<file path="config.mk">
export PLATFORM = sky130hd
export DESIGN_NAME = spi_scan_ctrl_flat
export DESIGN_NICKNAME = d
export VERILOG_FILES = /design/src/rtl/spi_pkg.sv /design/src/rtl/spi_scan_ctrl_if.sv /design/src/rtl/tick_gen.sv /design/src/rtl/spi_scan_ctrl.sv /design/src/flat_wrapper.sv
export SDC_FILE = /design/constraint.sdc
export NUM_CORES = 1
export LEC_CHECK = 0
export ABC_AREA = 1
export CELL_PAD_IN_SITES_DETAIL_PLACEMENT = 1
export CELL_PAD_IN_SITES_GLOBAL_PLACEMENT = 1
export CORE_UTILIZATION = 38
export CTS_BUF_LIST = sky130_fd_sc_hd__clkbuf_4 sky130_fd_sc_hd__clkbuf_8
export DETAILED_ROUTE_END_ITERATION = 8
export PLACE_DENSITY_LB_ADDON = 0.1
export SLEW_MARGIN = 30
export SYNTH_ARGS = -nofsm -noshare
export SYNTH_HDL_FRONTEND = slang
export SYNTH_HIERARCHICAL = 1
export SYNTH_SLANG_ARGS = --single-unit
</file>
<file path="constraint.sdc">
create_clock -name clk_i -period 1.8 [get_ports clk_i]
set_input_delay 0.36 -clock clk_i [delete_from_list [all_inputs] [get_ports clk_i]]
set_output_delay 0.36 -clock clk_i [all_outputs]
set_load 0.02 [all_outputs]
</file>
<file path="src/rtl/spi_pkg.sv">
// rtl/spi_pkg.sv - shared types and constants for the ADC scan sequencer
package spi_pkg;

    localparam int DefWidth = 12;

    localparam logic CH0 = 1'b0;
    localparam logic CH1 = 1'b1;

    typedef enum logic [2:0] {
        ST_IDLE,
        ST_WAIT_TICK,
        ST_START,
        ST_WAIT_EOR,
        ST_STORE,
        ST_ABORT
    } state_e;

endpackage

</file>
<file path="src/rtl/spi_scan_ctrl_if.sv">
// rtl/spi_scan_ctrl_if.sv - handshake between the scan sequencer and the SPI reader
interface spi_scan_ctrl_if
    import spi_pkg::*;
#(
    parameter int Width = DefWidth
);
    logic             strr;
    logic             ch;
    logic             eor;
    logic [Width-1:0] dout;

    modport master (output strr, output ch, input eor, input dout);
    modport slave  (input strr, input ch, output eor, output dout);
endinterface

</file>
<file path="src/rtl/tick_gen.sv">
// rtl/tick_gen.sv - free-running period counter, held at zero while disabled
module tick_gen #(
    parameter int Period = 5000
) (
    input  logic clk_i,
    input  logic rst_i,
    input  logic en_i,
    output logic tick_o
);
    localparam int CW = (Period > 1) ? $clog2(Period) : 1;
    localparam logic [CW-1:0] Last = CW'(Period - 1);

    logic [CW-1:0] cnt_q, cnt_d;

    always_comb begin
        cnt_d = cnt_q;
        if (!en_i || cnt_q == Last) begin
            cnt_d = '0;
        end else begin
            cnt_d = cnt_q + 1'b1;
        end
    end

    always_ff @(posedge clk_i or posedge rst_i) begin
        if (rst_i) begin
            cnt_q <= '0;
        end else begin
            cnt_q <= cnt_d;
        end
    end

    assign tick_o = en_i && (cnt_q == Last);
endmodule

</file>
<file path="src/rtl/spi_scan_ctrl.sv">
// rtl/spi_scan_ctrl.sv - paced two-channel ADC read sequencer with timeout and overrun flags
module spi_scan_ctrl
    import spi_pkg::*;
#(
    parameter int Width      = DefWidth,
    parameter int PeriodCyc  = 5000,
    parameter int TimeoutCyc = 1024
) (
    input  logic                   clk_i,
    input  logic                   rst_i,
    input  logic                   en_i,
    spi_scan_ctrl_if.master        rd,
    output logic [Width-1:0]       ch0_o,
    output logic [Width-1:0]       ch1_o,
    output logic                   valid_o,
    output logic                   busy_o,
    output logic                   err_o,
    output logic                   ovr_o
);
    localparam int TW = $clog2(TimeoutCyc);
    localparam logic [TW-1:0] TmoLast = TW'(TimeoutCyc - 1);

    state_e           state_q;
    logic [TW-1:0]    tmo_q;
    logic [Width-1:0] dlat_q, ch0_q, ch1_q;
    logic             cap_ch_q, strr_q, ch_q, valid_q, busy_q, err_q, ovr_q;
    logic             tick;

    tick_gen #(.Period(PeriodCyc)) u_tick (
        .clk_i  (clk_i),
        .rst_i  (rst_i),
        .en_i   (en_i),
        .tick_o (tick)
    );

    always_ff @(posedge clk_i or posedge rst_i) begin
        if (rst_i) begin
            state_q  <= ST_IDLE;
            tmo_q    <= '0;
            dlat_q   <= '0;
            ch0_q    <= '0;
            ch1_q    <= '0;
            cap_ch_q <= CH0;
            strr_q   <= 1'b0;
            ch_q     <= CH0;
            valid_q  <= 1'b0;
            busy_q   <= 1'b0;
            err_q    <= 1'b0;
            ovr_q    <= 1'b0;
        end else begin
            strr_q  <= 1'b0;
            valid_q <= 1'b0;
            if (tick && busy_q) begin
                ovr_q <= 1'b1;
            end
            case (state_q)
                ST_IDLE: begin
                    if (en_i) state_q <= ST_WAIT_TICK;
                end
                ST_WAIT_TICK: begin
                    if (!en_i) begin
                        state_q <= ST_IDLE;
                    end else if (tick) begin
                        state_q <= ST_START;
                        strr_q  <= 1'b1;
                        busy_q  <= 1'b1;
                    end
                end
                ST_START: begin
                    tmo_q   <= '0;
                    state_q <= ST_WAIT_EOR;
                end
                ST_WAIT_EOR: begin
                    // Channel flips at end-of-read so it is already settled the cycle before the next strobe.
                    if (rd.eor) begin
                        dlat_q   <= rd.dout;
                        cap_ch_q <= ch_q;
                        ch_q     <= ~ch_q;
                        state_q  <= ST_STORE;
                    end else if (tmo_q == TmoLast) begin
                        err_q   <= 1'b1;
                        state_q <= ST_ABORT;
                    end else begin
                        tmo_q <= tmo_q + 1'b1;
                    end
                end
                ST_STORE: begin
                    if (cap_ch_q == CH0) begin
                        ch0_q   <= dlat_q;
                        strr_q  <= 1'b1;
                        state_q <= ST_START;
                    end else begin
                        ch1_q   <= dlat_q;
                        valid_q <= 1'b1;
                        busy_q  <= 1'b0;
                        state_q <= en_i ? ST_WAIT_TICK : ST_IDLE;
                    end
                end
                ST_ABORT: begin
                    ch_q    <= CH0;
                    busy_q  <= 1'b0;
                    state_q <= en_i ? ST_WAIT_TICK : ST_IDLE;
                end
                default: begin
                    busy_q  <= 1'b0;
                    state_q <= ST_IDLE;
                end
            endcase
        end
    end

    assign rd.strr = strr_q;
    assign rd.ch   = ch_q;
    assign ch0_o   = ch0_q;
    assign ch1_o   = ch1_q;
    assign valid_o = valid_q;
    assign busy_o  = busy_q;
    assign err_o   = err_q;
    assign ovr_o   = ovr_q;
endmodule

</file>
<file path="src/flat_wrapper.sv">
// flat-port wrapper written by rule: the top's interface ports become plain ports
module spi_scan_ctrl_flat import spi_pkg::*;
#(
    parameter int Width      = DefWidth,
    parameter int PeriodCyc  = 5000,
    parameter int TimeoutCyc = 1024
)
  (clk_i, rst_i, en_i, ch0_o, ch1_o, valid_o, busy_o, err_o, ovr_o, rd_strr, rd_ch, rd_eor, rd_dout);
  spi_scan_ctrl_if #(.Width(Width)) rd_i ();
  input  logic clk_i;
  input  logic rst_i;
  input  logic en_i;
  output logic [Width-1:0] ch0_o;
  output logic [Width-1:0] ch1_o;
  output logic valid_o;
  output logic busy_o;
  output logic err_o;
  output logic ovr_o;
  output wire logic [$bits(rd_i.strr)-1:0] rd_strr;
  output wire logic [$bits(rd_i.ch)-1:0] rd_ch;
  input wire logic [$bits(rd_i.eor)-1:0] rd_eor;
  input wire logic [$bits(rd_i.dout)-1:0] rd_dout;
  assign rd_strr = rd_i.strr;
  assign rd_ch = rd_i.ch;
  assign rd_i.eor = rd_eor;
  assign rd_i.dout = rd_dout;
  spi_scan_ctrl #(.Width(Width), .PeriodCyc(PeriodCyc), .TimeoutCyc(TimeoutCyc)) u_core (.clk_i(clk_i), .rst_i(rst_i), .en_i(en_i), .rd(rd_i), .ch0_o(ch0_o), .ch1_o(ch1_o), .valid_o(valid_o), .busy_o(busy_o), .err_o(err_o), .ovr_o(ovr_o));
endmodule
</file>
== Word level (Yosys, flattened, before mapping) ==
Index checks and enable logic that the tools add are counted.
Storage, ports and cells
  output and inout bits: 30
  memory bits (read-only): 0
  bits in writable memories: 0
  latch bits: 0
  bits in registers: 69
  logic and storage cells: 75
  memories kept: 0
  input port bits: 16
Operators by class
  shift operators: 0
  mux-type cells: 24
  equal/unequal tests: 16
  add/sub/neg operators: 2
  $lt $le $gt $ge: 0
  multiply operators: 0
  div/mod/pow operators: 0
  bitwise gates (word level): 4
  reductions and logical operators: 16
Operator list (count)
  $mux W10: 2
  $pmux W10 S2: 1
  $mux W3: 6
  $pmux W3 S6: 1
  $add A13 B1 Y13 const B: 1
  $eq A13 B13 Y1 const B: 1
  $mux W13: 1
  $add A10 B1 Y10 const B: 1
  $eq A10 B10 Y1 const B: 1
  $mux W1: 10
  $ne A2 B2 Y1 const B: 5
  $reduce_and A3 Y1: 3
  $reduce_and A2 Y1: 4
  $eq A3 B2 Y1 const B: 2
  $eq A3 B3 Y1 const B: 2
  $ne A3 B2 Y1 const B: 2
  $ne A2 B1 Y1 const B: 2
  $not A1 Y1: 4
  $pmux W1 S2: 2
  $reduce_and A4 Y1: 1
  $reduce_bool A2 Y1: 2
  $eq A3 B1 Y1 const B: 1
  $logic_not A3 Y1: 1
  $pmux W1 S3: 1
  4 further kinds: 5

== Longest topological paths before layout ==
Gate-level depths: netlist of the first run.
  word-level depth: 5
  mapped depth: 10
  depth with buffers taken out: 9

== Hierarchy ==
The synthesis of the first run kept the hierarchy.
Modules (own cells, without submodules)
  spi_scan_ctrl: area each 2412.3 µm², cells an instance 265, seq. area each 1401.3 µm², instances 1
  tick_gen: area each 725.7 µm², cells an instance 96, seq. area each 325.3 µm², instances 1

== Worst setup path after synthesis of the first run ==
No wires, ideal clock.
  path type: reg-to-reg
  from: reg u_core.tmo_q[0]
  to: reg u_core.tmo_q[5]
  buffers on the path: 1
  required time: 1674 ps
  path slack: 382 ps
  cell stages (with the launch flop): 11
  arrival time: 1292 ps
  library setup time: 126 ps
  period minus slack after synthesis: 1418 ps
  cells stage by stage: dfrtp_1 -> ha_1 -> nand2_2 -> nor2_4 -> nand3_2 -> nand2_2 -> nand2_4 -> clkinv_2 -> buf_6 -> nand2_1 -> o21ai_0
Between the ends
  word-level cells in the longest chain between the ends: 4
  elaborated cells on any way between the ends: 7
  those cells by class: add/sub (1); eq/ne (2); mux (3); reduce/logical (1)
RTL lines
  start, declared: RTL line spi_scan_ctrl.sv:24  | logic [TW-1:0] tmo_q;
  start signal, assigned: RTL line spi_scan_ctrl.sv:84  | tmo_q <= tmo_q + 1'b1;
  $add A10 B1 Y10: RTL line spi_scan_ctrl.sv:84
  $mux W10: RTL line spi_scan_ctrl.sv:80  | end else if (tmo_q == TmoLast) begin
  $mux W10: RTL line spi_scan_ctrl.sv:75  | if (rd.eor) begin
  $pmux W10 S2: RTL line spi_scan_ctrl.sv:56  | case (state_q)
Several ways; a longest one is shown, not always the timed one. The select of a mux whose other input is x is not followed.
A chain may end at the register's enable or synchronous reset.

== Final worst setup path of the first run ==
  from: reg u_core.ch0_q[10], in the netlist u_core/ch0_o[10]
  to: out ch0_o[10]
RTL lines
  start, declared: RTL line spi_scan_ctrl.sv:25  | logic [Width-1:0] dlat_q, ch0_q, ch1_q;
  start signal, assigned: RTL line spi_scan_ctrl.sv:89  | ch0_q <= dlat_q;
  end, declared: RTL line flat_wrapper.sv:13  | output logic [Width-1:0] ch0_o;
No word-level cell between the ends.

==> results list, run 1 <==
- Area of the mapped netlist: 3140 um^2
* Overall die area: 8630 um^2
- In this run, synthesis produced a sequential element count of 69.
- Sorting the synthesized cells by area gives the leading types as sky130_fd_sc_hd__dfrtp_1 55%, sky130_fd_sc_hd__nand2_1 11%, sky130_fd_sc_hd__o21ai_0 7.3%, sky130_fd_sc_hd__inv_1 5.4%, sky130_fd_sc_hd__nor2_1 4.1%.
- Via count normalized by instance count: 4.72
- Yosys printed 6 warnings.
- Global placer's final weighted congestion: 0.779
- Overall routed net length: 7160 um
- # clock sinks: 69
* Met2 Use GR: 27.9%
* Cell-internal power: 3.63 mW
* Max frequency: 591 MHz
* Area taken by multi-input logic gates: 1170 um^2
- The repair_antennas step left the layout with diodes totalling 0.
- STA classifies the critical path endpoint as a primary output.
- RSZ-0062 raised after global routing: no
* Number of standard cells in the final layout excluding fillers: 523
- Average footprint of a synthesized cell: 8.69 um^2
- After legalization and detailed placement, the total HPWL measured 4930 um.
* Detailed-router iteration count before antenna repair: 4
* Clock power frac: 25.5%
- Net switching is 34.8% of the power.
- Worst reg2reg path endpoint: u_core/rd.strr$_DFF_PP0_
* Via count of the first global-routing pass: 2579
- Across the VDD grid, the largest voltage drop is 0.767 mV.
- Measured along the y axis, the die boundary spans 92.9 um.
- Max capacitance violation total: 0
- Summed over its instances, the top area cell type makes up 55.0% of the synthesized netlist area.
* First-pass GRT wire length: 12400 um
* Worst Path Required: 1440 ps
* Wire length per cell after detailed routing: 13.7 um
- Number of buffers on the longest clock path: 2
- Sw power: 1.94 mW
* Result of the run: finished clean
- Startpoint type of the worst setup path: flop
- For this design the ratio of total power to cell area is 1400 nW/um^2.
* H-tree lvl count: 3
* Synthesized instance count: 361
* All-layer global routing usage: 18.5%
* Min Hold Slack: 400 ps
- Met1 usage: 25.3%
- Yosys mapped a number of flops with a built-in enable equal to 0.
- At the pin with the least slew margin, the transition time is 515 ps.
- Setup violations remaining at the end of the flow were counted as 0.
- Met3 Resource Use GR: 5.42%
- The number of hold-slack violations in the final timing report was 0.
* Filler Cells Inserted: 950
* Library cell contributing the largest single delay on the critical path: sky130_fd_sc_hd__clkdlybuf4s50_1
- Worst hold path type: in2async
* Cell taking the most area after synthesis: sky130_fd_sc_hd__dfrtp_1
- Measured against its own limit, the worst slew margin works out to 65.7%.
* Comb power frac: 33.6%
* Congestion Overflow GR: 0
- Compared with the post-synthesis result, the final layout area differs by 26.5%.
* Crit Path Class: reg2out
- Number of nets with antenna violations after routing: 0
* WP data arrival: 1330 ps
- Cells traversed along the worst timing path: clkdlybuf4s50_1
* Clock transition time at the flip-flop clock pins of the worst setup and hold paths: 80 ps
- The kind of cell with the highest combined delay along the critical path is buffers and inverters.
- After routing, the total negative slack on setup checks comes to 0 ps.
- Fin nets: 434
- Per report_power, the sequential group accounts for 40.9% of the total.
- Sequential cell area fraction in the yosys report: 55.0%
* FF+latch area: 1730 um^2
- Initial cell density of the core: 40.0%
* Source of the critical timing path: u_core/ch0_o[10]$_DFFE_PP0P_
- In this run the static leakage power is 1.82 nW.
- Number of pins exceeding their max-slew limit in the final report: 0
- Critical Path Max Stage Delay: 630 ps
* CTS tree: yes
- Cell count of the worst reg-to-reg path: 7
- Netlist cell types: 34
* Minimum period implied by the final worst setup slack: 1690 ps
- Top Usage Layer GRT: met2
* Largest net degree at the start of global routing: 57
- The routed layout has 2471 vias.
- Post-route DRC violation count: 0
- The cell sitting at the root of the clock tree is a sky130_fd_sc_hd__clkbuf_8.
- Buffers and inverters on the worst path: 1
- Setup slack on the worst reg-to-reg path comes out at 160 ps.
* Clock latency on the worst-skew pair: 340 ps
* Fraction of layout cells with a size suffix above 1: 11.9%
- The floorplan step defined a core boundary enclosing 7850 um^2.
* Period utilization: 93.9%
- Along the worst path, the maximum fanout reaches 2.
- The number of clock buffers added by TritonCTS is 9.
- In this run the tool buffered the top-level ports with 45 buffer cells.
- The number of antenna violations at the first check in global routing was 0.
- Boundary Pins: 46
* Std cell rows: 32
- Share of the core filled with cells in the final layout: 50.6%
* Die width: 92.9 um
* Post-placement cell count: 507
- Synthesis produced a netlist with a net count of 379.
- Number of design-rule violations left by the first detailed-router iteration: 61
- Fraction of registers with async set or reset after synthesis: 100%
* Source of the worst register-to-register timing path: u_core/u_tick/cnt_q[0]$_DFF_PP0_
- Worst clock skew on the final layout: 8.30 ps
* Most frequently used flop master after synthesis: sky130_fd_sc_hd__dfrtp_1
-- cells in the mapped netlist, types with 3 or more instances --
| cell | instances |
|---|---|
| sky130_fd_sc_hd__nor2_1 | 34 |
| sky130_fd_sc_hd__o21ai_0 | 46 |
| sky130_fd_sc_hd__nand2_1 | 88 |
| sky130_fd_sc_hd__xor2_1 | 7 |
| sky130_fd_sc_hd__clkbuf_1 | 4 |
| sky130_fd_sc_hd__nand4_1 | 5 |
| sky130_fd_sc_hd__inv_1 | 45 |
| sky130_fd_sc_hd__nand3_1 | 17 |
| sky130_fd_sc_hd__nor2_2 | 4 |
| sky130_fd_sc_hd__nand2_2 | 3 |
| sky130_fd_sc_hd__dfrtp_1 | 69 |
| sky130_fd_sc_hd__nand3_2 | 6 |
-- per-layer routing --
metal | vias to the layer above | part of all wire (%) | routed length, um
met5 | - | 0 | 0
met4 | 0 | 1.3 | 95
met3 | 8 | 4.0 | 284
met1 | 1180 | 49 | 3540
li1 | 1248 | - | -
met2 | 35 | 45 | 3240
-- cells in the final DEF, fill, tap and decap left out, types with 3 or more instances in the layout --
| cell | n |
|---|---|
| sky130_fd_sc_hd__clkbuf_8 | 10 |
| sky130_fd_sc_hd__nand3_2 | 6 |
| sky130_fd_sc_hd__nor2_2 | 5 |
| sky130_fd_sc_hd__nor2_1 | 33 |
| sky130_fd_sc_hd__nand4_1 | 5 |
| sky130_fd_sc_hd__clkinv_2 | 3 |
| sky130_fd_sc_hd__nand3_1 | 17 |
| sky130_fd_sc_hd__clkdlybuf4s50_1 | 45 |
| sky130_fd_sc_hd__dfrtp_1 | 69 |
| sky130_fd_sc_hd__xor2_1 | 7 |
| sky130_fd_sc_hd__buf_4 | 6 |
| sky130_fd_sc_hd__inv_1 | 44 |
| sky130_fd_sc_hd__nand2_2 | 3 |
| sky130_fd_sc_hd__nand2_1 | 88 |
| sky130_fd_sc_hd__inv_2 | 3 |
| sky130_fd_sc_hd__o21ai_0 | 46 |
-- power groups by stage --
| stage | sequential (mW) | clock, mW | combinational [mW] |
|---|---|---|---|
| 6_report | 2.28 | 1.42 | 1.87 |
| 5_1_grt | 2.34 | 1.53 | 2.07 |
| 4_1_cts | 2.28 | 1.45 | 1.91 |
| 3_5_place_dp | 2.30 | 0 | 1.89 |
| 3_3_place_gp | 2.29 | 0 | 1.85 |
| 2_1_floorplan | 2.59 | 0 | 0.744 |
-- cell families after synthesis --
group	synth area share, %
AOI/OAI and AO/OA	9.85
DFF	55.0
buffers and inverters	7.81
adders and majority gates	0.797
and+or+nand+nor	24.0
xor gates and xnor gates	2.51
-- layout make-up --
type / instances / share of cell area, %
Sequential cell: 69 / 43.5
Multi-Input combinational cell: 234 / 29.4
Timing Repair Buffer: 53 / 13.5
Inverter: 49 / 4.73
Clock buffer: 10 / 3.47
Tap cell: 102 / 3.21
Clock inverter: 6 / 2.17
-- through the flow --
| step | setup slack (ps) | power, mW | cell area (um^2) |
|---|---|---|---|
| after floorplan | 68.7 | 3.33 | 3140 |
| after global placement | 138 | 4.14 | 3740 |
| after detailed placement | 64.2 | 4.20 | 3740 |
| after CTS | 50.6 | 5.64 | 3970 |
| after global routing | 10.5 | 5.94 | 3970 |
| final | 109 | 5.57 | 3970 |
-- worst max path at each step --
stage / end / slack (ps) / cells after the start
final: ch0_o[10] / 110 / 1
after global routing: u_core/state_q[1]$_DFFE_PP0P_ / 10 / 7
after CTS: u_core/rd.strr$_DFF_PP0_ / 50 / 7
after detailed placement: u_core/rd.strr$_DFF_PP0_ / 60 / 5
after global placement: u_core/rd.strr$_DFF_PP0_ / 140 / 5
after floorplan: u_core/busy_o$_DFFE_PP0P_ / 70 / 1
-- registers in the layout, indices dropped and copies added (netlist names), 3 cells and up --
register,count
u_core/state_q,3
u_core/ch1_o,12
u_core/dlat_q,12
u_core/ch0_o,12
u_core/tmo_q,10
u_core/u_tick/cnt_q,13
-- timing repair --
action                     CTS  global route
setup endpoints to repair    0             3
buffers inserted             0             0
resized for setup            0             1
hold buffers                 0             0
(Power assumes the default switching activity.)
==> inputs of run 2 (changes only) <==
- PLACE_DENSITY_LB_ADDON: 0.1 -> 0.2
- SETUP_SLACK_MARGIN: not set -> 0.02
- SKIP_CTS_REPAIR_TIMING: not set -> 1
==> results list, run 2 (synthesized netlist as in run 1, its figures left out) <==
* Crit Path Class: reg2out
* Post-placement cell count: 508 (+0.20%)
- The root buffer cell chosen for the clock tree is sky130_fd_sc_hd__clkbuf_8.
* Most common cell after layout, fill and taps aside: sky130_fd_sc_hd__nand2_1
* Min Hold Slack: 335 ps (-64.3 ps)
- The initial cell density of the core was 40.0% (unchanged).
- RSZ-0062 raised after global routing: no
- The leakage power of the design came to 1.81 nW (-0.50%).
- The measured slew at the worst slew-check pin is 514 ps (-1.03 ps).
- TritonCTS built the clock tree.
- The floorplan die area was 8630 um^2 (unchanged).
- The final antenna diode count was 0 (unchanged).
- Die width: 92.9 um (unchanged)
- Result of the run: finished clean
* Highest fanout seen on the critical path: 3 (+1)
- Via count normalized by instance count: 4.80 (+1.6%)
* Critical Path Max Stage Delay: 620 ps (about the same)
- Number of buffers on the longest clock path: 2 (unchanged)
- The number of antenna violations at the first check in global routing was 0 (unchanged).
- The flip-flop count of the largest register, all copies and words added came to 13 (unchanged).
- The detailed route wirelength on metal3 is 336 um (+18%).
- The data required time of the worst path came to 1440 ps (about the same).
* Cells traversed along the worst timing path: clkdlybuf4s50_1
- Max capacitance violation total: 0 (unchanged)
- Overall routed net length: 7260 um (+1.5%)
* Critical path depth: 1 (unchanged)
- The area growth from synthesis to layout is 26.0%.
* Max Used Layer: met4
- Cell-internal power: 3.45 mW (-5.0%)
- First-pass GRT wire length: 12700 um (+2.5%)
* CP Capture Type: primary output
- Wire length per cell after detailed routing: 13.9 um (+1.5%)
* Boundary Pins: 46 (unchanged)
- The HPWL reported at the end of detailed placement came to 5240 um (+6.4%).
* Clock power frac: 22.6% (-2.9 points)
- The worst-case headroom to the max-slew limit was 65.7% (+0.069 points).
* Std cell rows: 32 (unchanged)
- Detailed-routing wirelength on met1: 3430 um (-3.3%)
- Register name with the most flops: u_core/u_tick/cnt_q
- The worst hold path belongs to the class in2async.
- STA classifies the critical path startpoint as a flop.
* H-tree lvl count: 3 (unchanged)
- Clock transition time at the flip-flop clock pins of the worst setup and hold paths: 80 ps (about the same)
- Sw power: 1.94 mW (about the same)
- The clock period minus final worst setup slack was 1680 ps (-9.88 ps).
* Number of setup violations in the final report: 0 (unchanged)
- Sw Share: 36.0% (+1.2 points)
* Fin nets: 435 (+0.23%)
- The sequential group share of total power is 42.5% (+1.6 points).
- Cell count of the worst reg-to-reg path: 9 (+2)
- Largest net degree at the start of global routing: 26 (-54%)
* Fraction of layout cells with a size suffix above 1: 11.9% (unchanged)
- The via count of the routed design came to 2511 (+1.6%).
- WP data arrival: 1320 ps (about the same)
- Number of standard cells in the final layout excluding fillers: 523 (unchanged)
- The total global routing overflow is 0 (unchanged).
- IR drop worst, VDD: 0.756 mV (-1.4%)
- # clock sinks: 69 (unchanged)
* Via count of the first global-routing pass: 2646 (+2.6%)
- Period utilization: 93.4% (-0.55 points)
- Global placer's final weighted congestion: 0.754 (-3.2%)
- The power density over the cells was 1360 nW/um^2 (-2.9%).
- The combined buffer and inverter count along the critical path was 1 (unchanged).
- Worst clock skew on the final layout: 8.49 ps (+0.185 ps)
- Kind of cell adding the most delay to the critical path: buffers and inverters
- The antenna violation net count after detailed routing is 0 (unchanged).
- Max frequency: 595 MHz (+0.59%)
- Y dimension of the die: 92.9 um (unchanged)
* Comb power frac: 34.9% (+1.3 points)
* TNS Setup: 0 ps (unchanged)
* Number of buffers inserted during clock tree synthesis: 9 (unchanged)
- The area of the core was 7850 um^2 (unchanged).
- Most frequent cells in the layout: 88 x sky130_fd_sc_hd__nand2_1, 69 x sky130_fd_sc_hd__dfrtp_1, 46 x sky130_fd_sc_hd__o21ai_0
- Wire length on met2: 3430 um (+5.8%)
- Number of design-rule violations left by the first detailed-router iteration: 91 (+49%)
- On the critical path, the stage with the largest delay is an instance of sky130_fd_sc_hd__clkdlybuf4s50_1.
- The insertion delay of the later-clocked pin in the worst-skew pair was 340 ps (about the same).
- The number of detailed-route iterations in the first pass was 4 (unchanged).
* All-layer global routing usage: 18.8% (+0.29 points)
- The count of input and output buffers is 45 (unchanged).
- The number of max-slew violations in the final report came to 0 (unchanged).
* Final Power: 5.38 mW (-3.3%)
- The number of hold-slack violations in the final timing report was 0 (unchanged).
- Post-route DRC violation count: 0 (unchanged)
==> run 2: layer usage <==
layer	up-vias	track usage, %
met3	7	5.50
met1	1213	24.6
li1	1250	-
met4	0	5.26
met2	41	30.1
met5	-	0
==> run 2: power groups by stage <==
stage | Sequential [mW] | Combinational (mW) | Clock [mW]
CTS | 2.30 | 1.91 | 1.25
finish | 2.29 | 1.88 | 1.22
global route | 2.35 | 2.08 | 1.32
detailed placement | 2.32 | 1.90 | 0
global placement | 2.30 | 1.84 | 0
floorplan | 2.59 | 0.744 | 0
==> run 2: per-stage QoR <==
step | setup slack (ps) | cell area [um^2] | utilization [%]
6_report | 119 | 3960 | 50.4
5_1_grt | 31.0 | 3960 | 50.4
4_1_cts | 79.5 | 3950 | 50.4
3_5_place_dp | 126 | 3760 | 48.0
3_3_place_gp | 169 | 3760 | 48.0
2_1_floorplan | 68.7 | 3140 | -
==> run 2: cell type report <==
| type | count | area (um^2) |
|---|---|---|
| clock inverter | 6 | 65.1 |
| fill | 957 | 3890 |
| inverter | 49 | 188 |
| timing repair buffer | 54 | 556 |
| sequential | 69 | 1730 |
| clock buffer | 9 | 124 |
| tap | 102 | 128 |
| multi-input combinational | 234 | 1170 |
==> run 2: worst paths after layout <==
check	end	slack, ps	start
setup / recovery	rd_ch	120	u_core/rd.ch$_DFFE_PP0P_
hold / removal	u_core/ch1_o[2]$_DFFE_PP0P_	340	rst_i
setup reg to reg	u_core/tmo_q[6]$_DFFE_PP0P_	220	u_core/tmo_q[0]$_DFFE_PP0P_
hold reg to reg	u_core/err_o$_DFFE_PP0P_	470	u_core/err_o$_DFFE_PP0P_
max in group asynchronous	u_core/dlat_q[0]$_DFFE_PP0P_	1010	rst_i
min in group clk_i	u_core/err_o$_DFFE_PP0P_	470	u_core/err_o$_DFFE_PP0P_
